### src/rtl/enemy_wave_controller.sv
// Enemy wave sequencer: staggered slot spawn, edge-detected kill tracking,
// wave-clear detection and per-wave motion speed-up.
module enemy_wave_controller #(
    parameter int N_ENEMY        = 4,
    parameter int SPAWN_DELAY    = 50000000,
    parameter int CLEAR_DELAY    = 100000000,
    parameter int TIMER_MAX_INIT = 4000000,
    parameter int TIMER_STEP     = 250000,
    parameter int TIMER_MIN      = 1000000
) (
    input  logic               clk,
    input  logic               reset,
    input  logic               start,
    input  logic               game_over,
    input  logic [N_ENEMY-1:0] enemy_hit,
    output logic [N_ENEMY-1:0] enemy_en,
    output logic [21:0]        motion_timer_max,
    output logic [7:0]         kill_count,
    output logic [3:0]         wave,
    output logic               wave_clear,
    output logic               busy
);

    typedef enum logic [1:0] {IDLE, SPAWN, ACTIVE, WAVE_CLEAR} state_t;

    state_t             state, state_nxt;
    logic [N_ENEMY-1:0] hit_d;
    logic [N_ENEMY-1:0] en_nxt, kills, en_after, spawn_mask;
    logic [21:0]        tmax_nxt;
    logic [7:0]         kc_nxt, kc_sat;
    logic [3:0]         wave_nxt;
    logic               wclr_nxt, busy_nxt;
    logic [2:0]         slot, slot_nxt, spawn_slot;
    logic [31:0]        dly, dly_nxt;
    logic [3:0]         kill_pop;
    logic [8:0]         kill_sum;
    logic [22:0]        tmax_dec;

    // Kill bookkeeping shared by SPAWN and ACTIVE; unspawned slots are masked off.
    always_comb begin
        kills    = enemy_hit & ~hit_d & enemy_en;
        en_after = enemy_en & ~kills;
        kill_pop = '0;
        for (int i = 0; i < N_ENEMY; i++) begin
            kill_pop = kill_pop + {3'b000, kills[i]};
        end
        kill_sum   = {1'b0, kill_count} + {5'b00000, kill_pop};
        kc_sat     = kill_sum[8] ? 8'hFF : kill_sum[7:0];
        spawn_slot = slot + 3'd1;
        spawn_mask = '0;
        for (int i = 0; i < N_ENEMY; i++) begin
            if (3'(i) == spawn_slot) spawn_mask[i] = 1'b1;
        end
        // Extra MSB catches a borrow so the floor applies instead of wrapping.
        tmax_dec = {1'b0, motion_timer_max} - 23'(TIMER_STEP);
    end

    always_comb begin
        // NOTE: every next-state signal gets a default first so no path infers a latch.
        state_nxt = state;
        en_nxt    = enemy_en;
        tmax_nxt  = motion_timer_max;
        kc_nxt    = kill_count;
        wave_nxt  = wave;
        wclr_nxt  = 1'b0;
        slot_nxt  = slot;
        dly_nxt   = dly;

        if (state != IDLE && game_over) begin
            state_nxt = IDLE;
            en_nxt    = '0;
        end else begin
            case (state)
                IDLE: begin
                    if (start) begin
                        state_nxt = (N_ENEMY == 1) ? ACTIVE : SPAWN;
                        en_nxt    = N_ENEMY'(1);
                        kc_nxt    = '0;
                        wave_nxt  = '0;
                        tmax_nxt  = 22'(TIMER_MAX_INIT);
                        slot_nxt  = '0;
                        dly_nxt   = '0;
                    end
                end
                SPAWN: begin
                    en_nxt = en_after;
                    kc_nxt = kc_sat;
                    if (dly == 32'(SPAWN_DELAY - 1)) begin
                        dly_nxt  = '0;
                        slot_nxt = spawn_slot;
                        en_nxt   = en_after | spawn_mask;
                        if (spawn_slot == 3'(N_ENEMY - 1)) state_nxt = ACTIVE;
                    end else begin
                        dly_nxt = dly + 32'd1;
                    end
                end
                ACTIVE: begin
                    en_nxt = en_after;
                    kc_nxt = kc_sat;
                    if (en_after == '0) begin
                        state_nxt = WAVE_CLEAR;
                        wclr_nxt  = 1'b1;
                        dly_nxt   = '0;
                    end
                end
                WAVE_CLEAR: begin
                    if (dly == 32'(CLEAR_DELAY - 1)) begin
                        state_nxt = (N_ENEMY == 1) ? ACTIVE : SPAWN;
                        wave_nxt  = (wave == 4'd15) ? wave : wave + 4'd1;
                        tmax_nxt  = (tmax_dec[22] || tmax_dec < 23'(TIMER_MIN))
                                    ? 22'(TIMER_MIN) : tmax_dec[21:0];
                        slot_nxt  = '0;
                        dly_nxt   = '0;
                        en_nxt    = N_ENEMY'(1);
                    end else begin
                        dly_nxt = dly + 32'd1;
                    end
                end
                default: state_nxt = IDLE;
            endcase
        end
        busy_nxt = (state_nxt != IDLE);
    end

    always_ff @(posedge clk or negedge reset) begin
        if (!reset) begin
            state            <= IDLE;
            enemy_en         <= '0;
            motion_timer_max <= 22'(TIMER_MAX_INIT);
            kill_count       <= '0;
            wave             <= '0;
            wave_clear       <= 1'b0;
            busy             <= 1'b0;
            slot             <= '0;
            dly              <= '0;
            hit_d            <= '0;
        end else begin
            // NOTE: non-blocking assignments so every register samples pre-edge values.
            state            <= state_nxt;
            enemy_en         <= en_nxt;
            motion_timer_max <= tmax_nxt;
            kill_count       <= kc_nxt;
            wave             <= wave_nxt;
            wave_clear       <= wclr_nxt;
            busy             <= busy_nxt;
            slot             <= slot_nxt;
            dly              <= dly_nxt;
            hit_d            <= enemy_hit;
        end
    end

endmodule

### config.mk
export PLATFORM = sky130hd
export DESIGN_NAME = enemy_wave_controller
export DESIGN_NICKNAME = d
export VERILOG_FILES = /design/src/rtl/enemy_wave_controller.sv
export SDC_FILE = /design/constraint.sdc
export NUM_CORES = 1
export LEC_CHECK = 0
export ABC_AREA = 1
export CORE_MARGIN = 2
export CORE_UTILIZATION = 50
export CTS_BUF_LIST = sky130_fd_sc_hd__clkbuf_4 sky130_fd_sc_hd__clkbuf_8
export DETAILED_ROUTE_END_ITERATION = 8
export PLACE_DENSITY = 0.68
export REMOVE_ABC_BUFFERS = 1
export SYNTH_ARGS = -nofsm -noshare
export SYNTH_HDL_FRONTEND = slang
export SYNTH_SLANG_ARGS = --single-unit
### constraint.sdc
create_clock -name clk -period 6.1 [get_ports clk]
set_clock_uncertainty 0.1 [all_clocks]
set_input_delay 1.22 -clock clk [delete_from_list [all_inputs] [get_ports clk]]
set_output_delay 1.22 -clock clk [all_outputs]
set_load 0.1 [all_outputs]
==> results.toml, run 1 <==
[outcome]
status = "finished clean"

[critical_path]
critPathArrivalTime_ns = 4.13
critical_path.max_fanout = 5
crit_chain = "clkdlybuf4s50_1 -> inv_1 -> nor3b_1 -> fa_1 -> fa_1 -> inv_1 -> fa_1 -> or2_2 -> nor2_1 -> inv_1 -> nor2_1 -> nand3_1 -> inv_1 -> o21ai_0 -> o21ai_0"
internal_reg_to_reg_setup_slack_ns = 2.98
critPathMostFrequentCell = "sky130_fd_sc_hd__inv_1"
crit_type = "primary input to flip-flop"
critical_path.slowest_cell = "sky130_fd_sc_hd__fa_1"
cp_data_required_time_ns = 6.28
cpPeakStageDelay_ns = 0.53
timing.critical_path.from_type = "primary input"
worstSetupEndpointType = "flip-flop"

[logic_synthesis]
synth.avg_cell_area_um2 = 7.49
postSynth.topFlopCell = "sky130_fd_sc_hd__dfrtp_1"
synth.ff_latch_count = 77
synth_enable_flop_cells = 0
synth_warnings = 0
postSynthCellCount = 671
mappedNetlistArea_mm2 = 0.00503
share_of_synthesized_flip_flops_with_an_asynchronous_set_or_reset_pct = 100
yosysUniqueCellTypes = 48
ys_seq_area_share_pct = 38.5

[timing]
timing.fmax_mhz = 253
timing.slew.headroom_pct = 32.5
grt_setup_unrepaired = "false"
fin_worst_hold_slack_ns = 0.420
tightestPinTransition_ns = 1.01
timing.final.setup_violations = 0
layout_worst_path_cycle_share_pct = 64.7
final_max_slew_viol_count = 0
post-route-min-period_ns = 3.95
timing_hold_violations_final = 0
tns_ns = 0

[place]
port_buffer_count = 43
area_post_placement_mm2 = 0.00554
globalplace.congestion = 0.941
hpwlAfterDp_um = 8540

[clocking]
number_of_resized_instances_in_the_post_cts_repair_step = 0
cts_root_buf = "sky130_fd_sc_hd__clkbuf_8"
clkLatencyLatePin_ns = 0.36
cts_tree = "built"
cts_setup_buffers = 0
cts.hold.buffers_added = 0
cts.reportedPaths.clkPinSlew_ns = 0.09
cts_buffer_depth = 2
cts.htree.levels = 3
numCtsBuffers = 9
numClockSinks = 77

[final_layout]
nets = 740
fin_area_mm2 = 0.00571
fillerInstances = 914
layout.core_utilization_pct = 58.4
share_of_post_route_cells_with_drive_strength_above_1_pct = 8.89
synthToLayoutAreaGrowth_pct = 13.6
antenna-diode-count = 0

[die]
core_area_mm2 = 0.00977
dieWidth_um = 104
die-area_mm2 = 0.0109
std_cell_rows = 36
die-height_um = 104
io_pins = 48
initial_utilization_pct = 51.4

[pwr]
power.ir.vdd_worst_mv = 0.177
design_power_total_mw = 2.11
power_density_mw_per_mm2 = 370
static-leakage-power_nw = 2.56

[global_routing]
grtUsageTotal_pct = 22.7
first_global_vias = 4427
antenna_found_initial = 0
largest_net_degree_at_the_start_of_global_routing = 78
gr-usage-met2_pct = 38.3
met1_usage_pct = 29.8
groute.layer.met3.usage_pct = 3.82
total_global_routing_overflow = 0
gr-max-usage-layer = "met2"
grt_pass1_wl_um = 20400

[route]
drt_pre_antenna_iters = 4
drt_first_iter_violations = 267
remaining_drc_errors = 0
vias_per_cell = 5.30
routedWlPerCell_um = 13.7
dr_total_vias = 4522
final_routed_wirelength_across_all_metal_layers_um = 11700
ant_nets = 0

[flow_run]
maxCapViolCount = 0

[hold_path]
worst_hold_path_type = "flip-flop to flip-flop"
==> Yosys cell counts, drive strengths merged, types with 7 or more instances <==
cell type,instances,area share (%)
a21oi,22,2.2
buf,10,1.7
dfrtp,70,35
dfstp,7,3.7
ha,14,3.5
inv,97,7.3
nand2,171,14
nand3,58,6.2
nand4,21,2.6
nor2,70,5.7
nor3,18,2.1
nor4,10,1.4
o21ai,31,3.2
o22ai,15,2.1
xor2,20,3.5
==> metrics by stage <==
stage	std cells	setup WS (ns)
3_5_place_dp	837	1.74
6_report	853	2.15
3_3_place_gp	837	1.91
5_1_grt	853	1.85
4_1_cts	853	2.15
2_1_floorplan	661	2.42
==> kinds of logic after synthesis <==
| logic type | count (synthesis) | synth area share (%) |
|---|---|---|
| simple gates | 359 | 33.5 |
| buf+inv | 111 | 9.34 |
| compound gates | 81 | 9.51 |
| flops | 77 | 38.5 |
| xor+xnor | 25 | 4.36 |
| fa+ha+maj | 17 | 4.68 |
| other cells | 1 | 0.0746 |
==> report_power, final <==
group	switching [mW]	internal (mW)
combinational	0.829	0.277
sequential	0.0749	0.578
clock	0.200	0.151
total	1.10	1.01
==> cell type report <==
type / instances / area [um^2] / area share, %
well taps: 133 / 166 / 2.92
flip-flops and latches: 77 / 1940 / 33.9
multi-input cells: 486 / 2630 / 46.1
clock buffers: 10 / 131 / 2.30
clock inverters: 6 / 40.0 / 0.701
inverters: 98 / 374 / 6.55
repair buffers: 43 / 428 / 7.50
==> state kept, by name (all words and copies together), names as in the netlist <==
name and flops:
dly 32, enemy_en 4, motion_timer_max 18, hit_d 4
kill_count 8, busy 1, wave 4, state 2
slot 3, wave_clear 1
==> placed cells by master, fill, tap and decap left out, drive strengths merged, types with 2 or more instances in the layout <==
cell type	count
a21oi	22
clkbuf	10
clkdlybuf4s50	42
clkinv	3
clkinvlp	4
conb	4
dfrtp	70
dfstp	7
fa	3
ha	14
inv	97
nand2	171
nand3	58
nand4	21
nor2	70
nor3	18
nor3b	5
nor4	10
o211ai	5
o21ai	31
o22ai	15
o31ai	2
or2	5
xnor2	5
xor2	20
==> final timing paths <==
check / cells past startpoint / startpoint / to
max: 15 / enemy_hit[0] / kill_count[7]
max in group asynchronous: 1 / reset / dly[29]
max reg2reg: 13 / enemy_en[0] / kill_count[7]
min in group asynchronous: 1 / reset / motion_timer_max[7]
min reg2reg: 2 / slot[2] / slot[2]
min: 2 / slot[2] / slot[2]
==> worst max-delay path, delay by kind of cell <==
| family | cells | cell delay [ns] |
|---|---|---|
| fa+ha+maj | 3 | 1.12 |
| simple gates | 5 | 0.81 |
| buf+inv | 5 | 0.78 |
| compound gates | 2 | 0.19 |
==> metal layers <==
layer	vias up	wire length (um)
li1	2273	-
met1	2145	5420
met2	89	5690
met3	15	391
met4	0	155
met5	-	0
Power figures use the tool's default switching activity.
==> inputs of run 2 (changes only) <==
Settings changed: PLACE_DENSITY 0.68 to 0.71.
Clock period 6.1 ns to 3.5 ns, I/O delays scaled along.
==> results.toml, run 2 (synthesis gave the netlist of run 1 again) <==
[outcome]
status = "finished clean"

[clocking]
numCtsBuffers = 9
cts_root_buf = "sky130_fd_sc_hd__clkbuf_8"
cts.reportedPaths.clkPinSlew_ns = 0.09
cts_tree = "built"
cts_buffer_depth = 2
numClockSinks = 77
number_of_resized_instances_in_the_post_cts_repair_step = 0
cts.hold.buffers_added = 0
cts_setup_buffers = 0
cts.htree.levels = 3
clkLatencyLatePin_ns = 0.36

[critical_path]
cpPeakStageDelay_ns = 0.53
critical_path.max_fanout = 2
crit_end = "kill_count[6]"
internal_reg_to_reg_setup_slack_ns = 0.52
crit_start = "enemy_hit[0]"
reg2reg_from = "enemy_en[0]"
critical_path.slowest_cell = "sky130_fd_sc_hd__fa_1"
timing.reg2reg.worst_path_depth = 13
crit_chain = "clkdlybuf4s50_1 -> inv_1 -> nor3b_1 -> fa_1 -> fa_1 -> inv_1 -> fa_1 -> or2_2 -> nor2_1 -> inv_1 -> nor2_2 -> buf_4 -> nand3_1 -> o211ai_1 -> o21ai_0"
worst_r2r_endpoint = "kill_count[6]"
timing.critical_path.from_type = "primary input"
crit_type = "primary input to flip-flop"
worstSetupEndpointType = "flip-flop"
critPathArrivalTime_ns = 3.47
cp_data_required_time_ns = 3.63

[timing]
timing.slew.headroom_pct = 33.5
fin_worst_hold_slack_ns = 0.393
timing_hold_violations_final = 0
timing.fmax_mhz = 300
timing.final.setup_violations = 0
tns_ns = 0
post-route-min-period_ns = 3.34
final_max_slew_viol_count = 0
tightestPinTransition_ns = 0.997
layout_worst_path_cycle_share_pct = 95.3

[final_layout]
largestRegisters = "dly: 32 flops, motion_timer_max: 18 flops, kill_count: 8 flops"
synthToLayoutAreaGrowth_pct = 13.5
mostFrequentLayoutCell = "sky130_fd_sc_hd__nand2_1"
nets = 744
register_with_the_most_flip_flops = "dly"
layout.core_utilization_pct = 58.3
share_of_post_route_cells_with_drive_strength_above_1_pct = 14.5
layout.cells.most_common_list = "sky130_fd_sc_hd__nand2_1, sky130_fd_sc_hd__inv_1, sky130_fd_sc_hd__dfrtp_1, sky130_fd_sc_hd__nor2_1, sky130_fd_sc_hd__nand3_1"
largest_register_ffs = 32
fillerInstances = 904
antenna-diode-count = 0

[global_routing]
first_global_vias = 4405
total_global_routing_overflow = 0
grtUsageTotal_pct = 23.0
grt_pass1_wl_um = 20500
antenna_found_initial = 0
largest_net_degree_at_the_start_of_global_routing = 78
gr-usage-met2_pct = 38.5
groute.layer.met3.usage_pct = 3.57
gr-max-usage-layer = "met2"
met1_usage_pct = 29.3

[pwr]
p_clk_share_pct = 19.5
power_frac_seq_pct = 30.1
static-leakage-power_nw = 2.66
power_switching_share_pct = 50.5
net-switching-power_mw = 1.93
power_density_mw_per_mm2 = 669
power.ir.vdd_worst_mv = 0.448
comb_power_share_pct = 50.4
cellInternalPower_mw = 1.89

[place]
port_buffer_count = 43
hpwlAfterDp_um = 8830
globalplace.congestion = 0.919

[die]
core_area_mm2 = 0.00977
die-height_um = 104
io_pins = 48
std_cell_rows = 36
initial_utilization_pct = 51.4
die-area_mm2 = 0.0109
dieWidth_um = 104

[route]
vias_per_cell = 5.42
drt_first_iter_violations = 193
remaining_drc_errors = 0
routedWlPerCell_um = 13.9
dr_total_vias = 4646
ant_nets = 0
final_routed_wirelength_across_all_metal_layers_um = 11900
drt_pre_antenna_iters = 5

[flow_run]
maxCapViolCount = 0

[hold_path]
worst_hold_path_type = "primary input to asynchronous set/reset pin"
==> run 2: changes by cell type in the layout (fill, tap and decap cells not counted), sizes merged <==
cell,delta
buf,+38
bufinv,+2
clkbuf,-1
clkdlybuf4s50,-34
clkinv,+1
clkinvlp,-2
==> run 2: worst min path at each step <==
stage | startpoint | endpoint | slack, ns
5_1_grt | slot[2] | slot[2] | 0.46
6_report | reset | motion_timer_max[17] | 0.39
2_1_floorplan | reset | busy | 0.30
4_1_cts | dly[0] | dly[0] | 0.40
3_5_place_dp | dly[0] | dly[0] | 0.39
3_3_place_gp | dly[0] | dly[0] | 0.39
==> run 2: cell type report <==
cell class	count	area, um^2	area share [%]
flip-flops and latches	77	1940	33.9
multi-input cells	486	2640	46.3
well taps	133	166	2.92
clock buffers	9	124	2.17
repair buffers	47	373	6.54
clock inverters	7	90.1	1.58
inverters	98	374	6.56
==> run 2: worst max-delay path, delay by kind of cell <==
family,cells,cell delay [ns]
compound gates,2,0.20
simple gates,5,0.68
fa+ha+maj,3,1.10
buf+inv,5,0.79
==> run 2: layer usage <==
| metal | share of wire [%] | vias up | routed length (um) |
|---|---|---|---|
| met5 | 0 | - | 0 |
| met4 | 1.9 | 0 | 231 |
| met3 | 4.6 | 22 | 547 |
| met2 | 49 | 126 | 5820 |
| met1 | 45 | 2216 | 5310 |
| li1 | - | 2282 | - |
==> run 2: per-stage QoR <==
step / std cells / instance area [um^2] / total power, mW / setup WS, ns
after floorplan: 661 / 4940 / 2.61 / 0.0942
after global placement: 841 / 5480 / 3.07 / -0.141
after detailed placement: 841 / 5480 / 3.09 / -0.251
after CTS: 857 / 5700 / 3.84 / 0.158
after global routing: 857 / 5700 / 4.06 / -0.0105
final: 857 / 5700 / 3.82 / 0.165
==> run 2: power groups by stage <==
stage | clock [mW] | combinational, mW | sequential (mW)
after floorplan | 0 | 0.978 | 1.63
after global placement | 0 | 1.91 | 1.16
after detailed placement | 0 | 1.93 | 1.16
after CTS | 0.758 | 1.93 | 1.15
after global routing | 0.797 | 2.10 | 1.17
final | 0.744 | 1.92 | 1.15
==> variant 1 (config.mk and constraints of run 2) <==
Put one more register stage on the output `motion_timer_max`, cleared by the reset. The value now appears one clock later. The other outputs are not delayed to match.
--- a/src/rtl/enemy_wave_controller.sv
+++ b/src/rtl/enemy_wave_controller.sv
@@ -24,2 +24,4 @@
     typedef enum logic [1:0] {IDLE, SPAWN, ACTIVE, WAVE_CLEAR} state_t;
+
+    logic [21:0] motion_timer_max_s0;
 
@@ -54,3 +56,3 @@
         // Extra MSB catches a borrow so the floor applies instead of wrapping.
-        tmax_dec = {1'b0, motion_timer_max} - 23'(TIMER_STEP);
+        tmax_dec = {1'b0, motion_timer_max_s0} - 23'(TIMER_STEP);
     end
@@ -61,3 +63,3 @@
         en_nxt    = enemy_en;
-        tmax_nxt  = motion_timer_max;
+        tmax_nxt  = motion_timer_max_s0;
         kc_nxt    = kill_count;
@@ -128,3 +130,3 @@
             enemy_en         <= '0;
-            motion_timer_max <= 22'(TIMER_MAX_INIT);
+            motion_timer_max_s0 <= 22'(TIMER_MAX_INIT);
             kill_count       <= '0;
@@ -140,3 +142,3 @@
             enemy_en         <= en_nxt;
-            motion_timer_max <= tmax_nxt;
+            motion_timer_max_s0 <= tmax_nxt;
             kill_count       <= kc_nxt;
@@ -151,2 +153,10 @@
 
+    always_ff @(posedge clk or negedge reset) begin
+        if (!reset) begin
+            motion_timer_max <= '0;
+        end else begin
+            motion_timer_max <= motion_timer_max_s0;
+        end
+    end
+
 endmodule
Formal check against the unedited RTL: not equivalent (Yosys sat finds a counterexample within 4 cycles, from zero or initial values and one cycle with reset low).
==> variant 1 against run 2 <==
  * Total power grew 2.1%
  * Routed wire length grew 0.52%
  * Critical endpoint is now kill_count[4]
  * Synthesized area grew 8.2%
  * First-iteration DRC count grew 21%
  * Setup slack gained 0.016 ns
  * Sequential cell count grew 18
  * Die area grew 7.9%
  * Sequential share of layout area grew 4.8 points
  * Design area grew 8.0%
==> variant 1: results (changes against run 2) <==
metric	value	unit	change
clkTransAtPathRegs	0.11	ns	was 0.09 ns
fin_cells	870		was 857
numPlacedInstances	853		was 841
grt_usage	21.9	%	was 23.0%
peakVddDrop	0.460	mV	was 0.448 mV
pwr-share-clk	18.2	%	was 19.5%
grt_max_degree	59		was 78
fin_nets	750		was 744
ff2ff_setup_slack	0.48	ns	was 0.52 ns
path_max_fanout	6		was 2
synth.distinct_cells	50		was 48
place_ws	-0.312	ns	was -0.251 ns
power.leakage	2.79	nW	was 2.66 nW
clockRootBuffer	clkbuf_8		unchanged
pg_seq	1.39	mW	was 1.15 mW
avgSynthCellArea	8.06	um^2	was 7.49 um^2
p_switching	1.90	mW	was 1.93 mW
drtIter0Drc	234		was 193
yosys-top-cells-count	nand2_1, inv_1, dfrtp_1		unchanged
hpwl	8950	um	was 8830 um
timing.hold.ws	0.195	ns	was 0.393 ns
grt_pass1_vias	4433		was 4405
top_regs	dly (32), motion_timer_max (18), motion_timer_max_s0 (18)		was dly (32), motion_timer_max (18), kill_count (8)
max-slew-margin-rel	34.7	%	was 33.5%
crit_family	adder cells		unchanged
vias	4722		was 4646
drive_gt1_share	12.5	%	was 14.5%
gp_congestion	0.888		was 0.919
seq_area_frac_synth	43.9	%	was 38.5%
outcome	completed		unchanged
placed_area	5950	um^2	was 5480 um^2
grt_pass1_wl	20600	um	was 20500 um
wl	12000	um	was 11900 um
first_pass_iters	7		was 5
fillCellCount	1022		was 904
reg2reg_to	kill_count[4]		was kill_count[6]
cp.arrival	3.51	ns	was 3.47 ns
fin_ws	0.181	ns	was 0.165 ns
combPwrFrac	46.1	%	was 50.4%
[variant 1: cell type report]
class	count	area [um^2]	area share (%)
tap	140	175	2.84
clock inverter	6	50.0	0.813
timing repair buffer	49	440	7.15
multi-input combinational	466	2580	41.9
inverter	104	390	6.34
sequential	95	2390	38.7
clock buffer	10	138	2.23
[variant 1: routing by layer]
metal  GRT usage, %  wire, um  up-vias
li1               -         -     2320
met1           31.1      5580     2211
met2           33.8      5520      174
met3           4.46       697       17
met4           6.68       162        0
met5              0         0        -
[variant 1: cell families (layout without fill, tap and decap cells)]
| group | Yosys count | after routing | share of synthesized area, % |
|---|---|---|---|
| adders and majority gates | 17 | 17 | 4.32 |
| AOI/OAI and AO/OA | 92 | 92 | 9.87 |
| and+or+nand+nor | 336 | 336 | 29.9 |
| buffers and inverters | 117 | 169 | 9.22 |
| DFF | 95 | 95 | 43.9 |
| xor gates and xnor gates | 17 | 17 | 2.74 |
| other | 1 | 4 | 0.0689 |
==> variant 2 (settings of run 2) <==
Without the edit above. Set the parameter `TIMER_MIN` to 500000 (it was 1000000).
--- a/src/rtl/enemy_wave_controller.sv
+++ b/src/rtl/enemy_wave_controller.sv
@@ -8,3 +8,3 @@
     parameter int TIMER_STEP     = 250000,
-    parameter int TIMER_MIN      = 1000000
+    parameter int TIMER_MIN      = 500000
 ) (
Check against the original RTL: same outputs for any inputs over 10 cycles, from zero or initial values and one cycle with reset low; that may be too few to reach the edited logic, so the function may still have changed.
==> variant 2 against run 2 <==
  * Synthesized area rose by 1.6%
  * Setup slack improved by 0.15 ns
  * Total power down 6.8%
  * Count of clock-buffer cells in the layout up 4
  * Design area rose by 1.3%
  * Sequential cell count is the same
  * Highest routed layer unchanged
  * Die area rose by 1.6%
  * Global-route usage fell by 0.21 points
  * Critical path type unchanged
  * Critical path depth unchanged
  * Routed wire length about the same
==> variant 2: results (changes against run 2) <==
metric	value	unit	change
outcome	completed		unchanged
timing.hold.ws	0.390	ns	was 0.393 ns
power.leakage	2.63	nW	was 2.66 nW
min_path_type	input pin to asynchronous set/reset pin		unchanged
port_buffers	43		unchanged
placed_area	5570	um^2	was 5480 um^2
peakVddDrop	0.412	mV	was 0.448 mV
path_max_fanout	7		was 2
wl	11900	um	about the same
yosys-top-cells-count	nand2_1, inv_1, dfrtp_1		unchanged
fin_nets	756		was 744
numPlacedInstances	853		was 841
slowest_delay	0.53	ns	about the same
seq_area_frac_synth	37.9	%	was 38.5%
grt_pass1_wl	20800	um	was 20500 um
synth.distinct_cells	53		was 48
insertion_delay	0.36	ns	about the same
hpwl	8850	um	was 8830 um
grt_usage	22.7	%	was 23.0%
syn_inst	683		was 671
drive_gt1_share	16.0	%	was 14.5%
ff2ff_setup_slack	0.63	ns	was 0.52 ns
vias	4698		was 4646
grt_max_degree	78		unchanged
synthTopCellsByArea	dfrtp_1, nand2_1, inv_1, nand3_1, nor2_1		unchanged
place_ws	-0.0774	ns	was -0.251 ns
clockRootBuffer	clkbuf_8		unchanged
drtIter0Drc	201		was 193
gp_congestion	0.915		was 0.919
post_drt_wl_per_cell	13.7	um	was 13.9 um
cp.arrival	3.36	ns	was 3.47 ns
==> variant 2: changes by cell type after synthesis, sizes merged, moves of 3 or more <==
cell | run 2 | this run
nor3 | 18 | 27
nor4 | 10 | 5
a31oi | 1 | 5
o22ai | 15 | 19
nand4 | 21 | 14
o211ai | 5 | 2
nor2 | 70 | 79
==> variant 2: cell type report <==
cell class                      instances  area [um^2]
Clock buffer                           13          166
Tap cell                              133          166
Clock inverter                          3         43.8
Multi-Input combinational cell        496         2720
Sequential cell                        77         1940
Fill cell                             911         4090
Inverter                               99          372
Timing Repair Buffer                   48          375
==> variant 2: cell families after synthesis <==
family / after synthesis / synth area share [%]
AND/OR/NAND/NOR: 365 / 34.0
buffers and inverters: 113 / 9.09
other: 1 / 0.0734
adder cells (fa/ha/maj): 17 / 4.60
AO/OA/AOI/OAI: 88 / 10.5
XOR/XNOR: 22 / 3.77
flip-flops: 77 / 37.9
==> variant 2: final timing paths <==
path                                 end  cells after the start         start
min in group clk                  dly[0]                      1        dly[0]
hold / removal                   dly[13]                      1         reset
setup / recovery           kill_count[7]                     15  enemy_hit[0]
hold reg to reg                   dly[0]                      1        dly[0]
setup reg to reg           kill_count[7]                     13   enemy_en[0]
max in group asynchronous         dly[9]                      1         reset
==> variant 2: power by group <==
part | switching (mW) | total, mW | internal (mW)
sequential | 0.116 | 1.11 | 0.992
clock | 0.340 | 0.725 | 0.385
combinational | 1.31 | 1.72 | 0.410
==> variant 2: per-layer routing <==
| metal | routed length, um | GRT usage [%] |
|---|---|---|
| met5 | 0 | 0 |
| met4 | 246 | 10.0 |
| met3 | 454 | 2.81 |
| met2 | 5760 | 37.7 |
| met1 | 5440 | 29.9 |
